### src/rtl/sram_col_ctrl.sv
// sram_col_ctrl: sequences one SRAM column through precharge, word-line,
// sense and write phases behind a single-requester req/ready interface.
// All array control lines are decoded from the registered state only, so
// nothing on the array side ever follows req combinationally.
module sram_col_ctrl #(
  parameter int ADDR_W  = 4,
  parameter int DATA_W  = 8,
  parameter int PRE_CYC = 2,
  parameter int WL_CYC  = 2
) (
  input  logic                   clk,
  input  logic                   rst_n,
  input  logic                   req,
  input  logic                   we,
  input  logic [ADDR_W-1:0]      addr,
  input  logic [DATA_W-1:0]      wdata,
  output logic                   ready,
  output logic                   rvalid,
  output logic [DATA_W-1:0]      rdata,
  output logic                   pre_n,
  output logic [2**ADDR_W-1:0]   wl,
  output logic                   sa_en,
  output logic                   wr_en,
  output logic [DATA_W-1:0]      wd,
  input  logic [DATA_W-1:0]      sa_out
);

  localparam int ROWS = 2**ADDR_W;

  // Phase counters are 4 bits wide, so the phase lengths must fit 1..15.
  generate
    if (PRE_CYC < 1 || PRE_CYC > 15) begin : g_bad_pre_cyc
      $error("sram_col_ctrl: PRE_CYC must be in 1..15");
    end
    if (WL_CYC < 1 || WL_CYC > 15) begin : g_bad_wl_cyc
      $error("sram_col_ctrl: WL_CYC must be in 1..15");
    end
  endgenerate

  typedef enum logic [2:0] {
    IDLE    = 3'd0,
    PRECH   = 3'd1,
    ACCESS  = 3'd2,
    SENSE   = 3'd3,
    RECOVER = 3'd4
  } state_t;

  state_t              state_reg, state_next;
  logic [3:0]          cnt_reg, cnt_next;
  logic                we_reg;
  logic [ADDR_W-1:0]   addr_reg;
  logic [DATA_W-1:0]   wd_reg;
  logic [DATA_W-1:0]   rdata_reg;
  logic                accept;
  logic                wl_on;

  // Only an idle controller takes a request; req while busy is dropped.
  assign accept = (state_reg == IDLE) && req;

  // State and phase counter registers.
  always_ff @(posedge clk or negedge rst_n) begin
    if (!rst_n) begin
      state_reg <= IDLE;
      cnt_reg   <= 4'd0;
    end else begin
      state_reg <= state_next;
      cnt_reg   <= cnt_next;
    end
  end

  // Next-state logic and Moore output decode from the registered state.
  always_comb begin
    state_next = state_reg;
    cnt_next   = cnt_reg;
    ready      = 1'b0;
    pre_n      = 1'b1;
    wl_on      = 1'b0;
    sa_en      = 1'b0;
    wr_en      = 1'b0;
    rvalid     = 1'b0;
    case (state_reg)
      IDLE: begin
        ready = 1'b1;
        pre_n = 1'b0;
        if (req) begin
          state_next = PRECH;
          cnt_next   = 4'(PRE_CYC - 1);
        end
      end
      PRECH: begin
        // Full precharge is always served, even straight after a previous access.
        pre_n = 1'b0;
        if (cnt_reg == 4'd0) begin
          state_next = ACCESS;
          cnt_next   = 4'(WL_CYC - 1);
        end else begin
          cnt_next = cnt_reg - 4'd1;
        end
      end
      ACCESS: begin
        wl_on = 1'b1;
        wr_en = we_reg;
        if (cnt_reg == 4'd0) begin
          state_next = we_reg ? RECOVER : SENSE;
        end else begin
          cnt_next = cnt_reg - 4'd1;
        end
      end
      SENSE: begin
        wl_on      = 1'b1;
        sa_en      = 1'b1;
        state_next = RECOVER;
      end
      RECOVER: begin
        // Word line is already off here, so precharge can resume next cycle.
        rvalid     = ~we_reg;
        state_next = IDLE;
      end
      default: begin
        state_next = IDLE;
        cnt_next   = 4'd0;
      end
    endcase
  end

  // Request capture on the accepting edge and read data capture on SENSE exit.
  always_ff @(posedge clk or negedge rst_n) begin
    if (!rst_n) begin
      we_reg    <= 1'b0;
      addr_reg  <= '0;
      wd_reg    <= '0;
      rdata_reg <= '0;
    end else begin
      if (accept) begin
        we_reg   <= we;
        addr_reg <= addr;
        wd_reg   <= wdata;
      end
      if (state_reg == SENSE) begin
        rdata_reg <= sa_out;
      end
    end
  end

  // One-hot word-line decode from the latched row address.
  genvar gi;
  generate
    for (gi = 0; gi < ROWS; gi++) begin : g_wl
      assign wl[gi] = wl_on && (addr_reg == ADDR_W'(gi));
    end
  endgenerate

  assign wd    = wd_reg;
  assign rdata = rdata_reg;

endmodule

### config.mk
export PLATFORM = sky130hd
export DESIGN_NAME = sram_col_ctrl
export DESIGN_NICKNAME = d
export VERILOG_FILES = /design/src/rtl/sram_col_ctrl.sv
export SDC_FILE = /design/constraint.sdc
export NUM_CORES = 1
export LEC_CHECK = 0
export CAP_MARGIN = 20
export CORE_MARGIN = 2
export CORE_UTILIZATION = 41
export DETAILED_ROUTE_END_ITERATION = 10
export HOLD_SLACK_MARGIN = 0.02
export PLACE_DENSITY = 0.8
export RECOVER_POWER = 50
export SYNTH_ARGS = -nofsm -noshare
export SYNTH_HDL_FRONTEND = slang
export SYNTH_SLANG_ARGS = --single-unit
### constraint.sdc
create_clock -name clk -period 1.9 [get_ports clk]
set_input_delay 0.38 -clock clk [delete_from_list [all_inputs] [get_ports clk]]
set_output_delay 0.38 -clock clk [all_outputs]
set_load 0.02 [all_outputs]
======== After elaboration in Yosys (flattened, before gate mapping) ========
Index checks and enable logic that the tools add are counted.
cells by class
  add/sub/neg operators ................... 1
  multiply operators ...................... 0
  divide/modulo/power cells ............... 0
  magnitude comparators ................... 0
  equal/unequal tests ..................... 23
  shifts and indexed selects .............. 0
  muxes and demuxes ....................... 15
  bitwise gates (word level) .............. 2
  reductions and logical operators ........ 25
operators with widths
  cell                 count
  $eq 4x4->1 const B   8
  $logic_and 1x1->1    17
  $eq 4x3->1 const B   4
  $pmux 4 s4           1
  $mux 3               4
  $mux 4               3
  $pmux 3 s4           1
  $eq 4x2->1 const B   2
  $logic_not 4->1      2
  $ne 2x2->1 const B   4
  $eq 3x2->1 const B   2
  $mux 1               6
  $reduce_and 3->1     2
  $reduce_or 2->1      3
  $eq 4x1->1 const B   1
  $sub 4x1->4 const B  1
  $eq 3x1->1 const B   1
  $eq 3x3->1 const B   1
  $logic_not 3->1      1
  $not 1->1            2
word-level totals
  register bits after elaboration ......... 28
  latch bits .............................. 0
  RAM bits ................................ 0
  ROM bits ................................ 0
  input bits .............................. 24
  output and inout bits ................... 37
  word-level logic and storage cells ...... 72
  memories ................................ 0

======== Depth between registers and ports, before layout ========
Gate-level depths: netlist (run 1).
  word-level depth ........................ 4
  depth in mapped cells ................... 5
  mapped depth without buffers ............ 5

======== Worst setup path before layout (run 1) ========
Ideal clock, no wire load.
  kind .................................... register to output
  start ................................... register state_reg[1]
  end ..................................... output wl[0]
  arrival time ............................ 1407 ps
  setup slack ............................. 113 ps
  cell stages (with the launch flop) ...... 5
  path buffers ............................ 1
  cell sequence ........................... dfrtp_1 > buf_2 > nand2b_1 > or3_1 > nor3_1
between the ends
  longest elaborated chain between the ends .. 4
RTL lines
  item                                line  RTL
  start: declaration                  48    state_t state_reg, state_next;
  start signal: assignment            66    state_reg <= state_next;
  $eq 3x2->1                          81    case (state_reg)
  $reduce_or 2->1 (no source line) *  --
  $mux 1 *                            81
  $logic_and 1x1->1 *                 149   assign wl[gi] = wl_on && (addr_reg == ADDR_W'(gi));
  end: declaration                    21    output logic [2**ADDR_W-1:0] wl,
Every way passes the cells marked *; elsewhere a longest branch is shown, timed or not.

======== Worst setup path in the final report (run 1) ========
  start ................................... register state_reg[2]
  end ..................................... output wl[4]
Same word-level chain as after synthesis.

==> results of run 1 <==
-- routing by layer --
layer,wire length [um],vias up,part of all wire,global-route usage
li1,-,593,-,-
met1,1460,613,0.39,0.219
met2,1970,49,0.53,0.374
met3,209,7,0.056,0.0248
met4,72,0,0.019,0.0790
met5,0,-,0,0
-- power by group through the flow --
stage               logic (mW)  registers, mW  clock network, mW
floorplan                0.795           1.28                  0
global placement          1.74           1.08                  0
detailed placement        1.80           1.10                  0
CTS                       1.79           1.11              0.255
global route              1.96           1.16              0.280
finish                    1.82           1.12              0.249
-- cell families (layout without fill, tap and decap cells) --
kind of cell,after synthesis,in the layout
flops,28,28
compound gates,15,15
simple gates,49,49
mux,21,21
fa+ha+maj,1,1
buf+inv,10,84
xor+xnor,1,1
-- cells in the mapped netlist, drive strengths merged --
cell type	n	share of area
o21ai	4	0.014
a221o	1	0.0072
o22ai	1	0.0045
nand2b	7	0.032
o221ai	1	0.0063
and3	1	0.0045
o211ai	1	0.0054
mux2i	1	0.0072
or4	1	0.0054
ha	1	0.0090
a22o	1	0.0063
dfrtp	28	0.51
or2	1	0.0045
or3	1	0.0045
buf	4	0.021
nor2	16	0.043
a21oi	3	0.011
and2	1	0.0054
xor2	1	0.0063
nand2	2	0.0054
or3b	1	0.0081
mux2	20	0.16
nand3	2	0.0072
a21o	1	0.0054
clkbuf	1	0.0027
inv	5	0.014
and2b	1	0.0054
a2111o	1	0.0081
nand3b	4	0.022
nor3b	1	0.0054
nor3	8	0.033
nand4b	1	0.0063
and3b	1	0.0063
a31oi	1	0.0045
-- repair_timing --
item                                    4_1_cts  5_1_grt
setup buffers                                 1        3
endpoints found under the setup margin       21       21
pin swaps                                     1        3
cloned                                        0        0
gates resized for setup                      84       26
-- worst paths after layout --
kind / start / end / slack [ns] / cells after the start
setup / recovery: state_reg[2] / wl[4] / -0.05 / 5
hold / removal: rdata[7] / rdata[7] / 0.51 / 1
setup reg to reg: state_reg[2] / wd[3] / 0.10 / 7
hold reg to reg: rdata[7] / rdata[7] / 0.51 / 1
max in group asynchronous: rst_n / addr_reg[0] / 0.81 / 2
min in group asynchronous: rst_n / addr_reg[3] / 0.60 / 2
-- cell type report --
class                   count  share of cell area
flip-flops and latches     28               0.329
repair buffers             76               0.308
inverters                   5             0.00880
clock buffers               3              0.0106
well taps                  46              0.0270
multi-input cells          87               0.316
-- through the flow --
| stage | TNS (ns) | worst slack [ns] | std cells |
|---|---|---|---|
| floorplan | 0 | 0.113 | 125 |
| global placement | -0.392 | -0.122 | 238 |
| detailed placement | -0.724 | -0.195 | 238 |
| CTS | -0.131 | -0.0694 | 242 |
| global route | -0.759 | -0.146 | 245 |
| finish | -0.156 | -0.0504 | 245 |
-- worst register-to-register path, stage by stage (launching register included) --
cell and delay, ns:
dfrtp_1 0.42, buf_4 0.13, buf_4 0.17, nor3_2 0.21, buf_4 0.14, and2_2 0.15
buf_12 0.15, mux2_1 0.34
==> reports/summary.txt, run 1 <==
DR iter-0 viols = 72
grt ovf = 0
Synth Area in Simple Gates = 0.198
leakage power = 0.948 nW
sw frac = 0.416
GPL Wtd Cong = 0.763
Req. time, crit path = 1.52 ns
FF+latch area = 702 sq um
DR WL/cell = 15.2 um
final worst setup slack = -0.0504 ns
Nets = 226
Area growth, synth to finish = 54.1%
Slew HR = 0.535
DP Area = 2110 sq um
Post-DP HPWL = 2.72 mm
Comb pwr share = 0.571
most common cell after layout, fill and taps aside = clkdlybuf4s50_1
Adder-Cell Fraction of Synth Area = 0.00904
synth warn = 0
Die X = 62.1 um
Final Hold Fails = 0
n_diodes = 0
Worst-path clk slew = 0.14 ns
layout cells sized above 1 = 0.256
Std-Cell Rows = 21
drt drc = 0
Cell variety after synth = 38
#FFs+latches synth = 28
drt pass-1 iters = 5
vias post-DR = 1262
worst skew pair latency = 0.33 ns
crit start category = flop
total routed wirelength = 3.72 mm
Max Cap Viol = 0
most frequent cells in the layout = clkdlybuf4s50_1, dfrtp_1, mux2_1
Final Util = 0.649
unrepaired setup endpoints after global routing = true
Initial Util = 0.421
P_int = 1.86 mW
family with the most delay on the worst path = simple AND/OR/NAND/NOR gates
IO buf count = 60
fillcell total = 273
vias per inst = 5.15
initial antenna violation count = 0
number of global-route vias before repair = 1232
sequential power share = 0.350
Final period util = 1.03
IO Count = 61
FMAX = 0.513 GHz
depth of the CTS H-tree = 1
TritonCTS Buffers = 3
GRT Resource Usage Total = 0.197
largest family of logic cells by synthesized area = simple AND/OR/NAND/NOR gates
crit path max fanout = 4
hold crit path type = flop to flop
Mapped Area = 1380 sq um
Critical Path Sink Type = output port
Cell Chain, Critical Path = and2b_2 > nand3b_1 > buf_4 > nor3_4 > buf_6
Least-Margin Pin Slew = 0.697 ns
clock root cell = clkbuf_4
Mapped Nets = 150
Setup CP Type = flop to output port
pwr/cell area = 1490 nW/um^2
Multi-input gate area = 674 sq um
max-slew violations = 0
post-synthesis compound-gate area fraction = 0.0732
post-synthesis cell count = 125
first-pass GRT wire length = 5.52 mm
clk sinks = 28
CTS tree = built
buffers plus inverters on the worst setup path = 2
CP max-delay cell = dfrtp_1
violated checks = negative setup slack
largest net degree at the start of global routing = 29
crit path DAT = 1.57 ns
CP max stage delay = 0.42 ns
outcome = finished with violations
clk buf depth = 2
Die Ht = 62.1 um
Finished Cell Area = 2130 sq um
clock power share = 0.078
Hold-fix buffers, CTS = 0
xor and xnor area share after synthesis = 0.00633
Post-DRT Antenna Nets = 0
minimum clock period = 1.95 ns
CORE AREA = 3280 sq um
final setup fails = 6
Overall Power = 3.18 mW
Net Switching = 1.32 mW
Clock Skews = 0.00977 ns
mux share of post-synthesis cell area = 0.170
worst vdd ir = 0.000820 V
hold_ws = 0.505 ns
Syn Area/Cell = 11.1 sq um
Seq/Total Area, Yosys = 0.506
die area = 3860 sq um
Power figures use the tool's default switching activity.
==> inputs of run 2 (changes only) <==
--- a/config.mk
+++ b/config.mk
@@ -6,8 +6,10 @@
 export NUM_CORES = 1
 export LEC_CHECK = 0
 export CAP_MARGIN = 20
+export CELL_PAD_IN_SITES_DETAIL_PLACEMENT = 0
+export CELL_PAD_IN_SITES_GLOBAL_PLACEMENT = 1
 export CORE_MARGIN = 2
-export CORE_UTILIZATION = 41
+export CORE_UTILIZATION = 31
 export DETAILED_ROUTE_END_ITERATION = 10
 export HOLD_SLACK_MARGIN = 0.02
 export PLACE_DENSITY = 0.8
==> run 2 against run 1 <==
  * The run now ends clean
  * Combinational power is 9% lower
  * Clock power is 88% higher
  * Final cell count stayed put
  * Non-clock buffer count is 7 lower
  * Register-to-register slack better by 0.06 ns
  * Global-route usage is 4.3 points lower
  * Critical path depth is 1 lower
  * Hold slack worse by 0.0041 ns
  * Cell area is 1.6% lower
  * Critical path type unchanged
  * Setup slack better by 0.12 ns
==> reports/summary.txt, run 2 (synthesized netlist as in run 1, its figures left out) <==
outcome = completed
final setup fails = 0
postcts setup bufs = 0
post-place setup slack = -0.184 ns
clock root cell = clkbuf_8
initial antenna violation count = 0
Final Hold Fails = 0
crit start category = flop
RR Endpoint = state_reg[0]
setup TNS = 0 ns
first-pass GRT wire length = 6.22 mm
worst vdd ir = 0.000695 V
GPL Wtd Cong = 0.846
Least-Margin Pin Slew = 0.688 ns
depth of the CTS H-tree = 1
crit path max fanout = 4
number of global-route vias before repair = 1362
die area = 5010 sq um
fillcell total = 421
Req. time, crit path = 1.52 ns
FF-to-FF path depth = 5
Net Switching = 1.27 mW
Overall Power = 3.25 mW
sequential power share = 0.345
IO Count = 61
clk sinks = 28
Critical Path Sink Type = output port
hold crit path type = flop to flop
minimum setup slack among reg-to-reg paths = 0.16 ns
final worst setup slack = 0.0711 ns
n_diodes = 0
P_int = 1.98 mW
Slew HR = 0.541
drt pass-1 iters = 4
Nets = 219
Worst-path clk slew = 0.10 ns
CORE AREA = 4320 sq um
Post-DRT Antenna Nets = 0
most common cell after layout, fill and taps aside = clkdlybuf4s50_1
Setup CP Type = flop to output port
Initial Util = 0.320
worst skew pair latency = 0.27 ns
DR WL/cell = 14.3 um
largest net degree at the start of global routing = 29
Max Cap Viol = 0
leakage power = 0.923 nW
Final Util = 0.485
IO buf count = 60
DR iter-0 viols = 43
FMAX = 0.547 GHz
minimum clock period = 1.83 ns
GRT Resource Usage Total = 0.154
FF-to-FF Start = cnt_reg[0]
unrepaired setup endpoints after global routing = true
pwr/cell area = 1550 nW/um^2
crit path DAT = 1.45 ns
Setup crit start = state_reg[2]
TritonCTS Buffers = 3
layout cells sized above 1 = 0.197
vias per inst = 4.97
Area growth, synth to finish = 51.6%
Final period util = 0.963
Std-Cell Rows = 24
vias post-DR = 1218
Post-DP HPWL = 2.75 mm
Die X = 70.8 um
clock power share = 0.144
most frequent cells in the layout = clkdlybuf4s50_1, dfrtp_1, mux2_1
sw frac = 0.391
grt ovf = 0
clk buf depth = 2
max-slew violations = 0
Comb pwr share = 0.511
Die Ht = 70.8 um
CTS tree = built
total routed wirelength = 3.50 mm
Critical Path Sink = wl[0]
Clock Skews = 0.00186 ns
drt drc = 0
[run 2: cell count changes in the layout (fill, tap and decap cells not counted), moves of 2 or more]
cell	delta
buf_4	-7
buf_6	-3
clkbuf_4	-3
clkbuf_8	+3
clkdlybuf4s15_1	+2
nor2_1	+2
nor2_4	-2
[run 2: timing repair]
item | in CTS | in global routing
gates resized for setup | 65 | 22
pin swaps | 0 | 2
setup endpoints to repair | 21 | 20
hold buffers | 0 | 0
[run 2: power by group through the flow]
stage               Sequential [mW]  Clock (mW)  Combinational, mW
finish                         1.12       0.467               1.66
global route                   1.17       0.507               1.83
CTS                            1.12       0.476               1.69
detailed placement             1.12           0               1.71
global placement               1.09           0               1.67
floorplan                      1.28           0              0.795
[run 2: routing by layer]
metal  part of all wire  track usage
met1               0.41        0.187
met4             0.0089       0.0524
met2               0.47        0.244
met5                  0            0
met3               0.11       0.0684
[run 2: worst max-delay path, cell delays in order, from the launching register on]
cell	delay, ns
dfrtp_1	0.39
nand2b_1	0.16
or3_4	0.36
nor3_2	0.11
buf_4	0.16
[run 2: how the worst min path moves through the flow]
stage / cells after the start / endpoint / slack [ns] / from
6_report: 1 / rdata[1] / 0.50 / rdata[1]
5_1_grt: 1 / wd[3] / 0.52 / wd[3]
4_1_cts: 2 / wd[6] / 0.48 / rst_n
3_5_place_dp: 1 / wd[2] / 0.48 / wd[2]
3_3_place_gp: 1 / wd[3] / 0.47 / wd[3]
2_1_floorplan: 0 / addr_reg[0] / 0.08 / rst_n
[run 2: layout make-up]
type	count	area, sq um	share of cell area
multi-input cells	87	653	0.311
inverters	5	18.8	0.00894
repair buffers	69	589	0.281
clock inverters	1	30.0	0.0143
flip-flops and latches	28	701	0.334
clock buffers	3	41.3	0.0197
well taps	52	65.1	0.0310
[run 2: metrics by stage]
step / std cells / instance area (sq um) / hold slack (ns)
CTS: 245 / 2130 / 0.481
floorplan: 125 / 1380 / 0.0844
global route: 245 / 2100 / 0.524
detailed placement: 241 / 2080 / 0.483
finish: 245 / 2100 / 0.501
global placement: 241 / 2080 / 0.470
==> inputs of run 3 (changes only) <==
--- a/config.mk
+++ b/config.mk
@@ -5,11 +5,12 @@
 export SDC_FILE = /design/constraint.sdc
 export NUM_CORES = 1
 export LEC_CHECK = 0
+export ABC_AREA = 1
 export CAP_MARGIN = 20
 export CELL_PAD_IN_SITES_DETAIL_PLACEMENT = 0
 export CELL_PAD_IN_SITES_GLOBAL_PLACEMENT = 1
 export CORE_MARGIN = 2
-export CORE_UTILIZATION = 31
+export CORE_UTILIZATION = 29
 export DETAILED_ROUTE_END_ITERATION = 10
 export HOLD_SLACK_MARGIN = 0.02
 export PLACE_DENSITY = 0.8
==> run 3 against run 2 <==
  * First-iteration DRC count up 44%
  * Sequential power down 4%
  * Final cell count up 36%
  * Critical path depth up 1
  * Setup slack better by 0.031 ns
  * Cell area up 3.2%
  * Fmax up 1.7%
  * Utilization down 3.0 points
  * Die area up 11%
==> reports/summary.txt, run 3 <==
IO buf count = 60
depth of the CTS H-tree = 1
Die Ht = 74.6 um
Setup CP Type = flop to output port
CTS tree = built
clock root cell = clkbuf_8
most frequent cells in the layout = nand2_1, clkdlybuf4s50_1, nor2_1
top sig layer = met4
Die X = 74.6 um
vias per inst = 4.31
Mapped Area = 1450 sq um
CP max-delay cell = dfrtp_1
DR iter-0 viols = 62
Area growth, synth to finish = 49.7%
Synth Flop Type = dfrtp_1
drt pass-1 iters = 4
Initial Util = 0.304
Routed met3 length = 251 um
crit start category = flop
EDFF count, synth = 0
setup TNS = 0 ns
grt ovf = 0
pwr/cell area = 1630 nW/um^2
GRT Resource Usage Total = 0.143
clk buf depth = 2
leakage power = 1.12 nW
Syn Area/Cell = 7.46 sq um
Routed met1 length = 1.61 mm
largest net degree at the start of global routing = 29
Least-Margin Pin Slew = 0.714 ns
leading area contributor after synthesis = dfrtp_1
#FFs+latches synth = 28
Final Hold Fails = 0
Nets = 291
Max Cap Viol = 0
CP max stage delay = 0.40 ns
top cells by count, synth = nand2_1, nor2_1, dfrtp_1
post-synthesis cell count = 194
vias post-DR = 1432
postcts setup bufs = 0
outcome = completed
max-slew violations = 0
initial antenna violation count = 0
Multi-input gate area = 646 sq um
count leader, synth = nand2_1
DR WL/cell = 11.0 um
layout cells sized above 1 = 0.125
most common cell after layout, fill and taps aside = nand2_1
Slew HR = 0.524
Post-DRT Antenna Nets = 0
drt drc = 0
clk sinks = 28
minimum setup slack among reg-to-reg paths = 0.25 ns
Final Util = 0.455
CORE AREA = 4750 sq um
GPL Wtd Cong = 0.838
Seq/Total Area, Yosys = 0.484
IO Count = 61
Mapped Nets = 219
first-pass GRT wire length = 6.02 mm
die area = 5570 sq um
top-area cell type share of the netlist area = 0.484
Std-Cell Rows = 25
FMAX = 0.556 GHz
Post-DP HPWL = 2.82 mm
final setup fails = 0
minimum clock period = 1.80 ns
met2 WL = 1.72 mm
total routed wirelength = 3.64 mm
Clock Skews = 0.00276 ns
Cell Chain, Critical Path = inv_2 > buf_4 > nand2_1 > nor2_4 > dlygate4sd2_1
crit path max fanout = 3
Req. time, crit path = 1.52 ns
worst skew pair latency = 0.27 ns
TritonCTS Buffers = 3
unrepaired setup endpoints after global routing = false
ys async rst share = 1.00
FF+latch area = 701 sq um
fillcell total = 514
Critical Path Sink Type = output port
worst vdd ir = 0.000706 V
hold crit path type = flop to flop
crit path DAT = 1.42 ns
Cell variety after synth = 21
Final period util = 0.946
number of global-route vias before repair = 1385
synth warn = 0
n_diodes = 0
Worst-path clk slew = 0.09 ns
Synth area leaders = dfrtp_1, nand2_1, nor2_1, nand3_1, inv_1
run 3: area by class of cell:
type / instances / area share
Sequential cell: 28 / 0.324
Tap cell: 67 / 0.0387
Timing Repair Buffer: 71 / 0.288
Multi-Input combinational cell: 147 / 0.298
Inverter: 15 / 0.0260
Clock buffer: 4 / 0.0254
run 3: timing repair:
action | CTS | global route
setup endpoints to repair | 21 | 15
resized for setup | 26 | 21
hold buffers | 0 | 0
run 3: worst max-delay path: cells and delay by family, from the launching register on:
family                 cells  cell delay, ns
buffers and inverters      3            0.55
DFF                        1            0.40
and+or+nand+nor            2            0.19
run 3: per-stage QoR:
step           setup WS (ns)  instances  hold slack, ns  cell area (sq um)  total power, mW
2_1_floorplan          0.326        194          0.0844               1450             2.41
3_3_place_gp          0.0400        328           0.457               2180             3.27
3_5_place_dp          0.0177        328           0.458               2180             3.28
6_report               0.102        332           0.478               2160             3.52
5_1_grt              0.00650        332           0.507               2160             3.87
4_1_cts              0.00764        332           0.483               2210             3.61
run 3: kinds of logic after synthesis:
logic type / share of synthesized area
AO/OA/AOI/OAI: 0.0173
adder cells (fa/ha/maj): 0.00865
AND/OR/NAND/NOR: 0.415
buffers and inverters: 0.0623
flip-flops: 0.484
XOR/XNOR: 0.0121
run 3: metal layers:
metal | track usage | up-vias
li1 | - | 740
met1 | 0.169 | 642
met2 | 0.242 | 46
met3 | 0.0428 | 4
met4 | 0.0595 | 0
met5 | 0 | -
run 3: final timing paths:
kind                                    from           to  cells past startpoint
worst max-delay path            state_reg[1]        ready                      5
worst min-delay path              cnt_reg[1]   cnt_reg[1]                      2
worst max register to register  state_reg[1]       we_reg                      8
worst min register to register    cnt_reg[1]   cnt_reg[1]                      2
max in group asynchronous              rst_n  addr_reg[2]                      2
min in group asynchronous              rst_n   cnt_reg[3]                      2
run 3: power breakdown:
group	internal, mW	total, mW	switching, mW	leakage (nW)
clock	0.186	0.370	0.184	0.0288
combinational	0.852	2.09	1.23	0.747
sequential	0.879	1.07	0.189	0.344
